===== src/rtl/dmac_channel_arbiter_if.sv =====
// rtl/dmac_channel_arbiter_if.sv - request/bus/engine/interrupt signal bundle for the DMA channel arbiter
//
// Purpose: groups every non-clock, non-reset signal of dmac_channel_arbiter.
//   slave  modport : arbiter view (peripheral/config/grant/done in, bus/engine/irq out)
//   master modport : surrounding system view (drives requests, config, grant, done)
// Signals:
//   DmacReq[NUM_CH]   peripheral level requests
//   ChEnable[NUM_CH]  channel enabled by config registers
//   Bus_Grant         AHB arbiter grant
//   ChDone            transfer-engine completion pulse
//   IntMask[NUM_CH]   per-channel interrupt enable
//   IntClear[NUM_CH]  write-1-to-clear strobe for IntStatus
//   Bus_Req           AHB bus request
//   ChSel[CH_W]       channel being served
//   ChStart           one-cycle start pulse to the transfer engine
//   ChHold            pause to the transfer engine while grant is lost
//   Busy              arbiter not idle
//   ReqAck[NUM_CH]    one-hot acknowledge to the served peripheral
//   IntStatus[NUM_CH] sticky completion flags
//   Interrupt         masked OR of IntStatus
interface dmac_channel_arbiter_if #(
    parameter int NUM_CH = 4,
    parameter int CH_W   = $clog2(NUM_CH)
);
    logic [NUM_CH-1:0] DmacReq;
    logic [NUM_CH-1:0] ChEnable;
    logic              Bus_Grant;
    logic              ChDone;
    logic [NUM_CH-1:0] IntMask;
    logic [NUM_CH-1:0] IntClear;
    logic              Bus_Req;
    logic [CH_W-1:0]   ChSel;
    logic              ChStart;
    logic              ChHold;
    logic              Busy;
    logic [NUM_CH-1:0] ReqAck;
    logic [NUM_CH-1:0] IntStatus;
    logic              Interrupt;

    modport slave (
        input  DmacReq, ChEnable, Bus_Grant, ChDone, IntMask, IntClear,
        output Bus_Req, ChSel, ChStart, ChHold, Busy, ReqAck, IntStatus, Interrupt
    );

    modport master (
        output DmacReq, ChEnable, Bus_Grant, ChDone, IntMask, IntClear,
        input  Bus_Req, ChSel, ChStart, ChHold, Busy, ReqAck, IntStatus, Interrupt
    );
endinterface


===== src/rtl/dmac_channel_arbiter.sv =====
// rtl/dmac_channel_arbiter.sv - N-channel DMA request arbiter and AHB bus-handshake sequencer
//
// Purpose: picks one enabled, requesting channel (round-robin or fixed priority),
//   requests the AHB bus, starts the transfer engine, waits for completion,
//   acknowledges the peripheral and flags a per-channel completion interrupt.
// Ports:
//   clk  - rising-edge clock
//   rst  - asynchronous active-low reset
//   bus  - dmac_channel_arbiter_if.slave (requests, enables, grant, done,
//          interrupt mask/clear in; bus request, channel select, start/hold,
//          busy, ack, interrupt status/line out)
module dmac_channel_arbiter #(
    parameter int NUM_CH    = 4,
    parameter int PRIO_MODE = 0,
    parameter int CH_W      = $clog2(NUM_CH)
) (
    input  logic                   clk,
    input  logic                   rst,
    dmac_channel_arbiter_if.slave  bus
);

    typedef enum logic [2:0] {
        S_IDLE   = 3'd0,
        S_REQ    = 3'd1,
        S_START  = 3'd2,
        S_ACTIVE = 3'd3,
        S_ACK    = 3'd4
    } state_t;

    localparam logic [CH_W-1:0]   PTR_RST  = CH_W'(NUM_CH - 1);
    localparam logic [CH_W:0]     NUM_CH_W = (CH_W + 1)'(NUM_CH);
    localparam logic [NUM_CH-1:0] ONE_HOT0 = NUM_CH'(1);

    state_t            state_q, state_d;
    logic [CH_W-1:0]   chsel_q, chsel_d;
    logic [CH_W-1:0]   ptr_q, ptr_d;
    logic [NUM_CH-1:0] int_status_q, int_status_d;

    logic [NUM_CH-1:0] eligible;
    logic [CH_W-1:0]   win_idx;
    logic [CH_W:0]     cand;
    logic [NUM_CH-1:0] ack_vec;

    assign eligible = bus.DmacReq & bus.ChEnable;

    // Winner selection. Both loops scan in reverse so the last hit, i.e. the
    // lowest index (fixed) or the nearest channel after the pointer (round-robin),
    // is the one that sticks.
    always_comb begin
        win_idx = '0;
        cand    = '0;
        if (PRIO_MODE == 1) begin
            for (int i = NUM_CH - 1; i >= 0; i--) begin
                if (eligible[i]) begin
                    win_idx = CH_W'(i);
                end
            end
        end else begin
            for (int k = NUM_CH; k >= 1; k--) begin
                cand = {1'b0, ptr_q} + (CH_W + 1)'(k);
                if (cand >= NUM_CH_W) begin
                    cand = cand - NUM_CH_W;
                end
                if (eligible[cand[CH_W-1:0]]) begin
                    win_idx = cand[CH_W-1:0];
                end
            end
        end
    end

    always_ff @(posedge clk or negedge rst) begin
        if (!rst) begin
            state_q      <= S_IDLE;
            chsel_q      <= '0;
            ptr_q        <= PTR_RST;
            int_status_q <= '0;
        end else begin
            state_q      <= state_d;
            chsel_q      <= chsel_d;
            ptr_q        <= ptr_d;
            int_status_q <= int_status_d;
        end
    end

    always_comb begin
        state_d = state_q;
        chsel_d = chsel_q;
        ptr_d   = ptr_q;
        case (state_q)
            S_IDLE: begin
                if (|eligible) begin
                    state_d = S_REQ;
                    chsel_d = win_idx;
                end
            end
            S_REQ: begin
                // A grant arriving in the same cycle the request drops still
                // commits the transfer; withdrawal only aborts before the grant.
                if (bus.Bus_Grant) begin
                    state_d = S_START;
                end else if (!eligible[chsel_q]) begin
                    state_d = S_IDLE;
                end
            end
            S_START: begin
                state_d = S_ACTIVE;
            end
            S_ACTIVE: begin
                if (bus.ChDone) begin
                    state_d = S_ACK;
                end
            end
            S_ACK: begin
                ptr_d   = chsel_q;
                state_d = S_IDLE;
            end
            default: begin
                state_d = S_IDLE;
            end
        endcase
    end

    assign ack_vec = (state_q == S_ACK) ? (ONE_HOT0 << chsel_q) : '0;

    // Setting in ACK is OR-ed after the clear so a same-cycle clear loses.
    assign int_status_d = (int_status_q & ~bus.IntClear) | ack_vec;

    assign bus.Bus_Req   = (state_q == S_REQ) || (state_q == S_START) || (state_q == S_ACTIVE);
    assign bus.ChSel     = chsel_q;
    assign bus.ChStart   = (state_q == S_START);
    assign bus.ChHold    = (state_q == S_ACTIVE) && !bus.Bus_Grant;
    assign bus.Busy      = (state_q != S_IDLE);
    assign bus.ReqAck    = ack_vec;
    assign bus.IntStatus = int_status_q;
    assign bus.Interrupt = |(int_status_q & bus.IntMask);

endmodule


===== src/flat_wrapper.sv =====
// flat-port wrapper written by rule: the top's interface ports become plain ports
module dmac_channel_arbiter_flat 
#(
    parameter int NUM_CH    = 4,
    parameter int PRIO_MODE = 0,
    parameter int CH_W      = $clog2(NUM_CH)
)
  (clk, rst, bus_DmacReq, bus_ChEnable, bus_Bus_Grant, bus_ChDone, bus_IntMask, bus_IntClear, bus_Bus_Req, bus_ChSel, bus_ChStart, bus_ChHold, bus_Busy, bus_ReqAck, bus_IntStatus, bus_Interrupt);
  dmac_channel_arbiter_if #(.NUM_CH(NUM_CH), .CH_W(CH_W)) bus_i ();
  input  logic clk;
  input  logic rst;
  input wire logic [$bits(bus_i.DmacReq)-1:0] bus_DmacReq;
  input wire logic [$bits(bus_i.ChEnable)-1:0] bus_ChEnable;
  input wire logic [$bits(bus_i.Bus_Grant)-1:0] bus_Bus_Grant;
  input wire logic [$bits(bus_i.ChDone)-1:0] bus_ChDone;
  input wire logic [$bits(bus_i.IntMask)-1:0] bus_IntMask;
  input wire logic [$bits(bus_i.IntClear)-1:0] bus_IntClear;
  output wire logic [$bits(bus_i.Bus_Req)-1:0] bus_Bus_Req;
  output wire logic [$bits(bus_i.ChSel)-1:0] bus_ChSel;
  output wire logic [$bits(bus_i.ChStart)-1:0] bus_ChStart;
  output wire logic [$bits(bus_i.ChHold)-1:0] bus_ChHold;
  output wire logic [$bits(bus_i.Busy)-1:0] bus_Busy;
  output wire logic [$bits(bus_i.ReqAck)-1:0] bus_ReqAck;
  output wire logic [$bits(bus_i.IntStatus)-1:0] bus_IntStatus;
  output wire logic [$bits(bus_i.Interrupt)-1:0] bus_Interrupt;
  assign bus_i.DmacReq = bus_DmacReq;
  assign bus_i.ChEnable = bus_ChEnable;
  assign bus_i.Bus_Grant = bus_Bus_Grant;
  assign bus_i.ChDone = bus_ChDone;
  assign bus_i.IntMask = bus_IntMask;
  assign bus_i.IntClear = bus_IntClear;
  assign bus_Bus_Req = bus_i.Bus_Req;
  assign bus_ChSel = bus_i.ChSel;
  assign bus_ChStart = bus_i.ChStart;
  assign bus_ChHold = bus_i.ChHold;
  assign bus_Busy = bus_i.Busy;
  assign bus_ReqAck = bus_i.ReqAck;
  assign bus_IntStatus = bus_i.IntStatus;
  assign bus_Interrupt = bus_i.Interrupt;
  dmac_channel_arbiter #(.NUM_CH(NUM_CH), .PRIO_MODE(PRIO_MODE), .CH_W(CH_W)) u_core (.clk(clk), .rst(rst), .bus(bus_i));
endmodule

===== config.mk =====
export PLATFORM = sky130hd
export DESIGN_NAME = dmac_channel_arbiter_flat
export DESIGN_NICKNAME = d
export VERILOG_FILES = /design/src/rtl/dmac_channel_arbiter_if.sv /design/src/rtl/dmac_channel_arbiter.sv /design/src/flat_wrapper.sv
export SDC_FILE = /design/constraint.sdc
export NUM_CORES = 1
export LEC_CHECK = 0
export ABC_AREA = 1
export CAP_MARGIN = 10
export CORE_MARGIN = 4
export CORE_UTILIZATION = 41
export DETAILED_ROUTE_END_ITERATION = 10
export PLACE_DENSITY_LB_ADDON = 0.3
export SLEW_MARGIN = 10
export SYNTH_ARGS = -nofsm -noshare
export SYNTH_HDL_FRONTEND = slang
export SYNTH_SLANG_ARGS = --single-unit

===== constraint.sdc =====
create_clock -name clk -period 1.7 [get_ports clk]
set_input_delay 0.34 -clock clk [delete_from_list [all_inputs] [get_ports clk]]
set_output_delay 0.34 -clock clk [all_outputs]
set_load 0.02 [all_outputs]

# ---- Yosys cells after proc, flatten, opt, wreduce, memory -nomap -nowiden
# Index checks and enable logic that the tools add are counted.
dict set report word_totals {
  out_inout_bits 15
  register_bits 11
}
dict set report op_classes {
  mux 24
  eq_ne 7
  order_cmp 9
  addsub 8
  shift 1
  n_bitwise 5
  n_reduce_logical 10
}
# operator n
set ops {}
lappend ops {{two-way mux 2 bit} 8}
lappend ops {{less-than comparator 2 x 3 -> 1 bit (second input constant)} 5}
lappend ops {{AND 4 bit} 3}
lappend ops {{>= comparator 3 bit (second input constant)} 4}
lappend ops {{two-way mux 3 bit} 4}
lappend ops {{one-hot mux 3 bit (4 select lines)} 1}
lappend ops {{binary-select mux 1 bit (select 2 bit)} 5}
lappend ops {{OR reduction 4 bit} 2}
lappend ops {{subtractor 2 x 1 -> 2 bit (second input constant)} 4}
lappend ops {{adder 2 x 2 -> 3 bit (second input constant)} 2}
lappend ops {{== test 3 x 2 -> 1 bit (second input constant)} 2}
lappend ops {{two-way mux 1 bit} 5}
lappend ops {{two-way mux 4 bit} 1}
lappend ops {{NOT 4 bit} 1}
lappend ops {{bitwise OR 4 bit} 1}
lappend ops {{left shift 1 x 2 -> 4 bit (first input constant)} 1}
lappend ops {{adder 2 x 1 -> 3 bit (second input constant)} 1}
lappend ops {{adder 2 x 3 -> 3 bit (second input constant)} 1}
lappend ops {{== test 3 x 1 -> 1 bit (second input constant)} 1}
lappend ops {{== test 3 bit (second input constant)} 1}
lappend ops {{zero test 3 bit} 1}
lappend ops {{inequality test 3 bit (second input constant)} 1}
lappend ops {{AND reduction 3 bit} 1}
lappend ops {{nonzero test 3 bit} 1}
lappend ops {{other kinds (6)} 7}

# ---- Longest topological paths before layout
dict set report depth {
  ltp_word 9
  depth_mapped 11
  ltp_nobuf 10
}

# ---- Least setup slack after synthesis
# No wires, ideal clock.
dict set report synth_timing {
  path_kind {reg-to-output}
  startpoint {register u_core.state_q[0]}
  endpoint {output port bus_ReqAck[1]}
  slack_ps 237
  stages_incl_launch_ff 6
  arrival_ps 1123
  path_buffers 0
  path_cell_list {dfrtp_1 > nor2_1 > nand2_1 > inv_2 > nand2_1 > nor2_1}
}
dict set report synth_between {
  elab_chain_cells 2
}
# element line_no
set synth_lines {}
lappend synth_lines {{start, declared} dmac_channel_arbiter.sv:34} ;# state_t state_q, state_d;
lappend synth_lines {{start signal, assigned} dmac_channel_arbiter.sv:78} ;# state_q <= state_d;
lappend synth_lines {{== test 3 bit} dmac_channel_arbiter.sv:123} ;# assign ack_vec = (state_q == S_ACK) ? (ONE_HOT0 << chsel_q) : '0;
lappend synth_lines {{two-way mux 4 bit} dmac_channel_arbiter.sv:123}
lappend synth_lines {{end, declared} flat_wrapper.sv:23} ;# output wire logic [$bits(bus_i.ReqAck)-1:0] bus_ReqAck;
# No other way between the ends.

# ---- Final worst setup path
dict set report layout_timing {
  startpoint {register u_core.state_q[1]}
  endpoint {output port bus_Bus_Req}
}
dict set report layout_between {
  elab_chain_cells 3
  elab_cells_between_ends 5
  cone_classes {3 x eq/ne; 2 x reduce/logical}
}
# element line_no
set layout_lines {}
lappend layout_lines {{== test 3 x 1 -> 1 bit or == test 3 x 2 -> 1 bit (tied branches)} dmac_channel_arbiter.sv:128} ;# assign bus.Bus_Req = (state_q == S_REQ) || (state_q == S_START) || (state_q == S_ACTIVE);
lappend layout_lines {{logical OR 1 bit} dmac_channel_arbiter.sv:128}
lappend layout_lines {{logical OR 1 bit (*)} dmac_channel_arbiter.sv:128}
lappend layout_lines {{end, declared} flat_wrapper.sv:18} ;# output wire logic [$bits(bus_i.Bus_Req)-1:0] bus_Bus_Req;
# Every way passes the cells marked *; elsewhere a longest branch is shown, timed or not.

==> flow_metrics.env <==
export IMPL_outcome="finished, final reports clean"
export IMPL_detail_route_wirelength_um=2230
export IMPL_setup_viol=0
export IMPL_place_worst_setup_slack_ps=-172
export IMPL_antenna_found_initial=0
export IMPL_hold_worst_slack_ps=402
export IMPL_leading_post_synthesis_cells_by_instance_count="nand2_1, nand2_2, nor2_1"
export IMPL_kind_of_launch_point_of_the_worst_setup_path="flip-flop"
export IMPL_postCtsSetupRepairBufs=0
export IMPL_chipWidth_um=52.3
export IMPL_synth_xor_area_share_pct=0
export IMPL_rsz0062_at_grt="true"
export IMPL_ys_async_sr_fraction_pct=100
export IMPL_fillCellCount=163
export IMPL_clock_latency_of_the_later_clocked_register_in_the_worst_skew_pair_ps=260
export IMPL_cp_arrival_ps=1270
export IMPL_avgViaCountPerCell=4.93
export IMPL_irDropWorstVdd_mv=0.750
export IMPL_layout_drive_gt1_share_pct=32.4
export IMPL_remaining_drc_errors=0
export IMPL_top_level_ports=35
export IMPL_placement_rows=15
export IMPL_static_leakage_power_uw=0.000637
export IMPL_setup_worst_path_class="flip-flop to output pin"
export IMPL_p_int_uw=951
export IMPL_grt_pass1_vias=897
export IMPL_cell_area_placed_sq_mm=0.00128
export IMPL_final_period_utilization_pct=94.7
export IMPL_starting_density_pct=44.7
export IMPL_synth_cells=118
export IMPL_grt_max_degree=12
export IMPL_synth_mux_area_fraction_pct=0
export IMPL_tritoncts="yes"
export IMPL_cp_required_ps=1360
export IMPL_tritoncts_num_buffers=3
export IMPL_finalHoldViolCount=0
export IMPL_mappedNetlistNets=138
export IMPL_p_switching_uw=824
export IMPL_via_count=962
export IMPL_routedWlPerCell_um=11.4
export IMPL_synth_simple_gate_area_share_pct=44.6
export IMPL_globalplace_congestion=0.901
export IMPL_floorplan_die_area_sq_mm=0.00274
export IMPL_fin_nets=191
export IMPL_max_slew_margin_pct=67.9
export IMPL_final_design_area_no_fill_sq_mm=0.00129
export IMPL_dp_final_hpwl_um=1900
export IMPL_synth_top_area_share_pct=28.0
export IMPL_power_frac_comb_pct=63.6
export IMPL_report_final_slew_viol_count=0
export IMPL_globalRoute_totalOverflow=0
export IMPL_synth_edff_count=0
export IMPL_diodes_inserted=0
export IMPL_tritoncts_num_sinks=11
export IMPL_layout_setup_ws_ps=89.9
export IMPL_synth_top_cells_by_area="dfrtp_1, nand2_1, nand2_2"
export IMPL_cts_reportedPaths_clkPinSlew_ps=70
export IMPL_cts_hold_buffers=0
export IMPL_hp_class="primary input to async pin"
export IMPL_path_max_fanout=3
export IMPL_max_freq_mhz=621
export IMPL_worst_clock_skew_ps=1.34
export IMPL_first_iter_violations=22
export IMPL_drt_pass1_iterations=4
export IMPL_antenna_violation_net_count_after_detailed_routing=0
export IMPL_clockRootBuffer="clkbuf_4"
export IMPL_netlist_area_before_placement_sq_um=806
export IMPL_max_cap_violation_count=0
export IMPL_clock_tree_buffer_depth=2
export IMPL_floorplan_core_area_sq_mm=0.00180
export IMPL_synth_adder_area_share_pct=0
export IMPL_grt_first_pass_wirelength_um=3450
export IMPL_synth_compound_area_share_pct=10.6
export IMPL_clock_power_share_pct=9.8
export IMPL_synth_area_per_cell_sq_um=6.83
export IMPL_cp_endpoint_kind="output pin"
export IMPL_postSynth_topFlopCell="dfrtp_1"
export IMPL_numPortBuffers=34
export IMPL_netlist_top_cell_by_area="dfrtp_1"
export IMPL_fin_setup_tns_ps=0
export IMPL_seqPwrFrac_pct=26.6
export IMPL_yosys_warnings=0
export IMPL_unique_cell_type_count_in_the_yosys_netlist=23
export IMPL_dieHeight_um=52.3
export IMPL_dominant_combinational_cell_family_by_area_after_synthesis="simple AND/OR/NAND/NOR gates"
export IMPL_grtUsageTotal_pct=16.7
export IMPL_layout_area_overhead_vs_synth_pct=60.2
export IMPL_htree_num_levels=1
export IMPL_regToRegSetupSlack_ps=240
export IMPL_period_minus_ws_final_ps=1610
export IMPL_pwr_cell_area_mw_per_mm2=1370
export IMPL_worst_slew_pin_slew_ps=480
export IMPL_ys_ff_latch=11
export IMPL_sequential_share_of_the_synthesized_area_pct=34.5
export IMPL_power_share_switching_pct=46.4
export IMPL_yosys_cell_count_top_type="nand2_1"
-- routing by layer --
| layer | up-vias | GRT usage [%] | wire length, um |
|---|---|---|---|
| met5 | - | 0 | 0 |
| met4 | 0 | 11.9 | 38 |
| met3 | 4 | 2.28 | 175 |
| met2 | 36 | 30.0 | 1060 |
| met1 | 437 | 17.7 | 961 |
| li1 | 485 | - | - |
-- power by group through the flow --
stage	combinational, uW	clock (uW)	sequential [uW]
global route	1230	193	485
global placement	1150	0	461
floorplan	668	0	460
CTS	1130	182	463
finish	1130	174	472
detailed placement	1180	0	465
-- worst max-delay path, cell delays in order (launching register included) --
cell and delay, ps:
dfrtp_1 390, nor2_2 140, buf_4 140, nor2_1 30, dlygate4sd2_1 320
-- registers in the layout, summed over array words and instances, names as in the netlist --
register,cells
u_core.bus.ChSel,2
u_core.bus.IntStatus,4
u_core.state_q,3
u_core.ptr_q,2
-- cell families (layout without fill, tap and decap cells) --
kind of cell / after synthesis / in the layout
and+or+nand+nor: 75 / 75
buffers and inverters: 18 / 70
DFF: 11 / 11
AOI/OAI and AO/OA: 14 / 14
-- final timing paths --
| check | start | end | depth (start not counted) |
|---|---|---|---|
| max | u_core.state_q[1] | bus_Bus_Req | 4 |
| min | rst | u_core.bus.IntStatus[3] | 1 |
| max reg2reg | u_core.ptr_q[0] | u_core.bus.ChSel[0] | 9 |
| min reg2reg | u_core.bus.IntStatus[1] | u_core.bus.IntStatus[1] | 2 |
| max in group asynchronous | rst | u_core.ptr_q[0] | 1 |
| min in group clk | u_core.bus.IntStatus[1] | u_core.bus.IntStatus[1] | 2 |
-- what timing repair did --
item                       4_1_cts  5_1_grt
hold endpoints to repair         0        0
setup endpoints to repair       11        7
pin swaps                        0        1
gates resized for setup         27       13
-- metrics by stage --
stage / util [%] / power, uW / cells
floorplan: - / 1130 / 118
CTS: 71.3 / 1770 / 195
global placement: 71.1 / 1610 / 191
detailed placement: 71.1 / 1650 / 191
finish: 71.7 / 1780 / 195
global route: 71.7 / 1910 / 195
-- final cells by class --
type	count	area, sq um	area share [%]
tap	25	31.3	2.42
sequential	11	278	21.5
timing repair buffer	50	432	33.4
inverter	16	67.6	5.23
clock buffer	4	26.3	2.03
multi-input combinational	89	457	35.4
-- cells in the final DEF, fill, tap and decap left out --
master	n
clkbuf_1	1
inv_1	12
or2_1	1
buf_6	1
clkbuf_4	3
nand2_2	17
nor2_2	2
o211ai_1	2
nor3_2	1
o21ai_1	2
a31oi_1	1
nand3b_1	1
dfstp_2	2
nand2_1	28
o21ai_0	2
a21oi_1	2
inv_8	1
dfrtp_1	9
nor2_1	11
buf_4	18
a21oi_2	1
clkdlybuf4s50_1	23
dlygate4sd2_1	4
inv_2	3
nand3_1	10
clkbuf_2	1
o22ai_1	4
buf_2	3
nand4_1	2
nand3_2	2
Power figures use the tool's default switching activity.
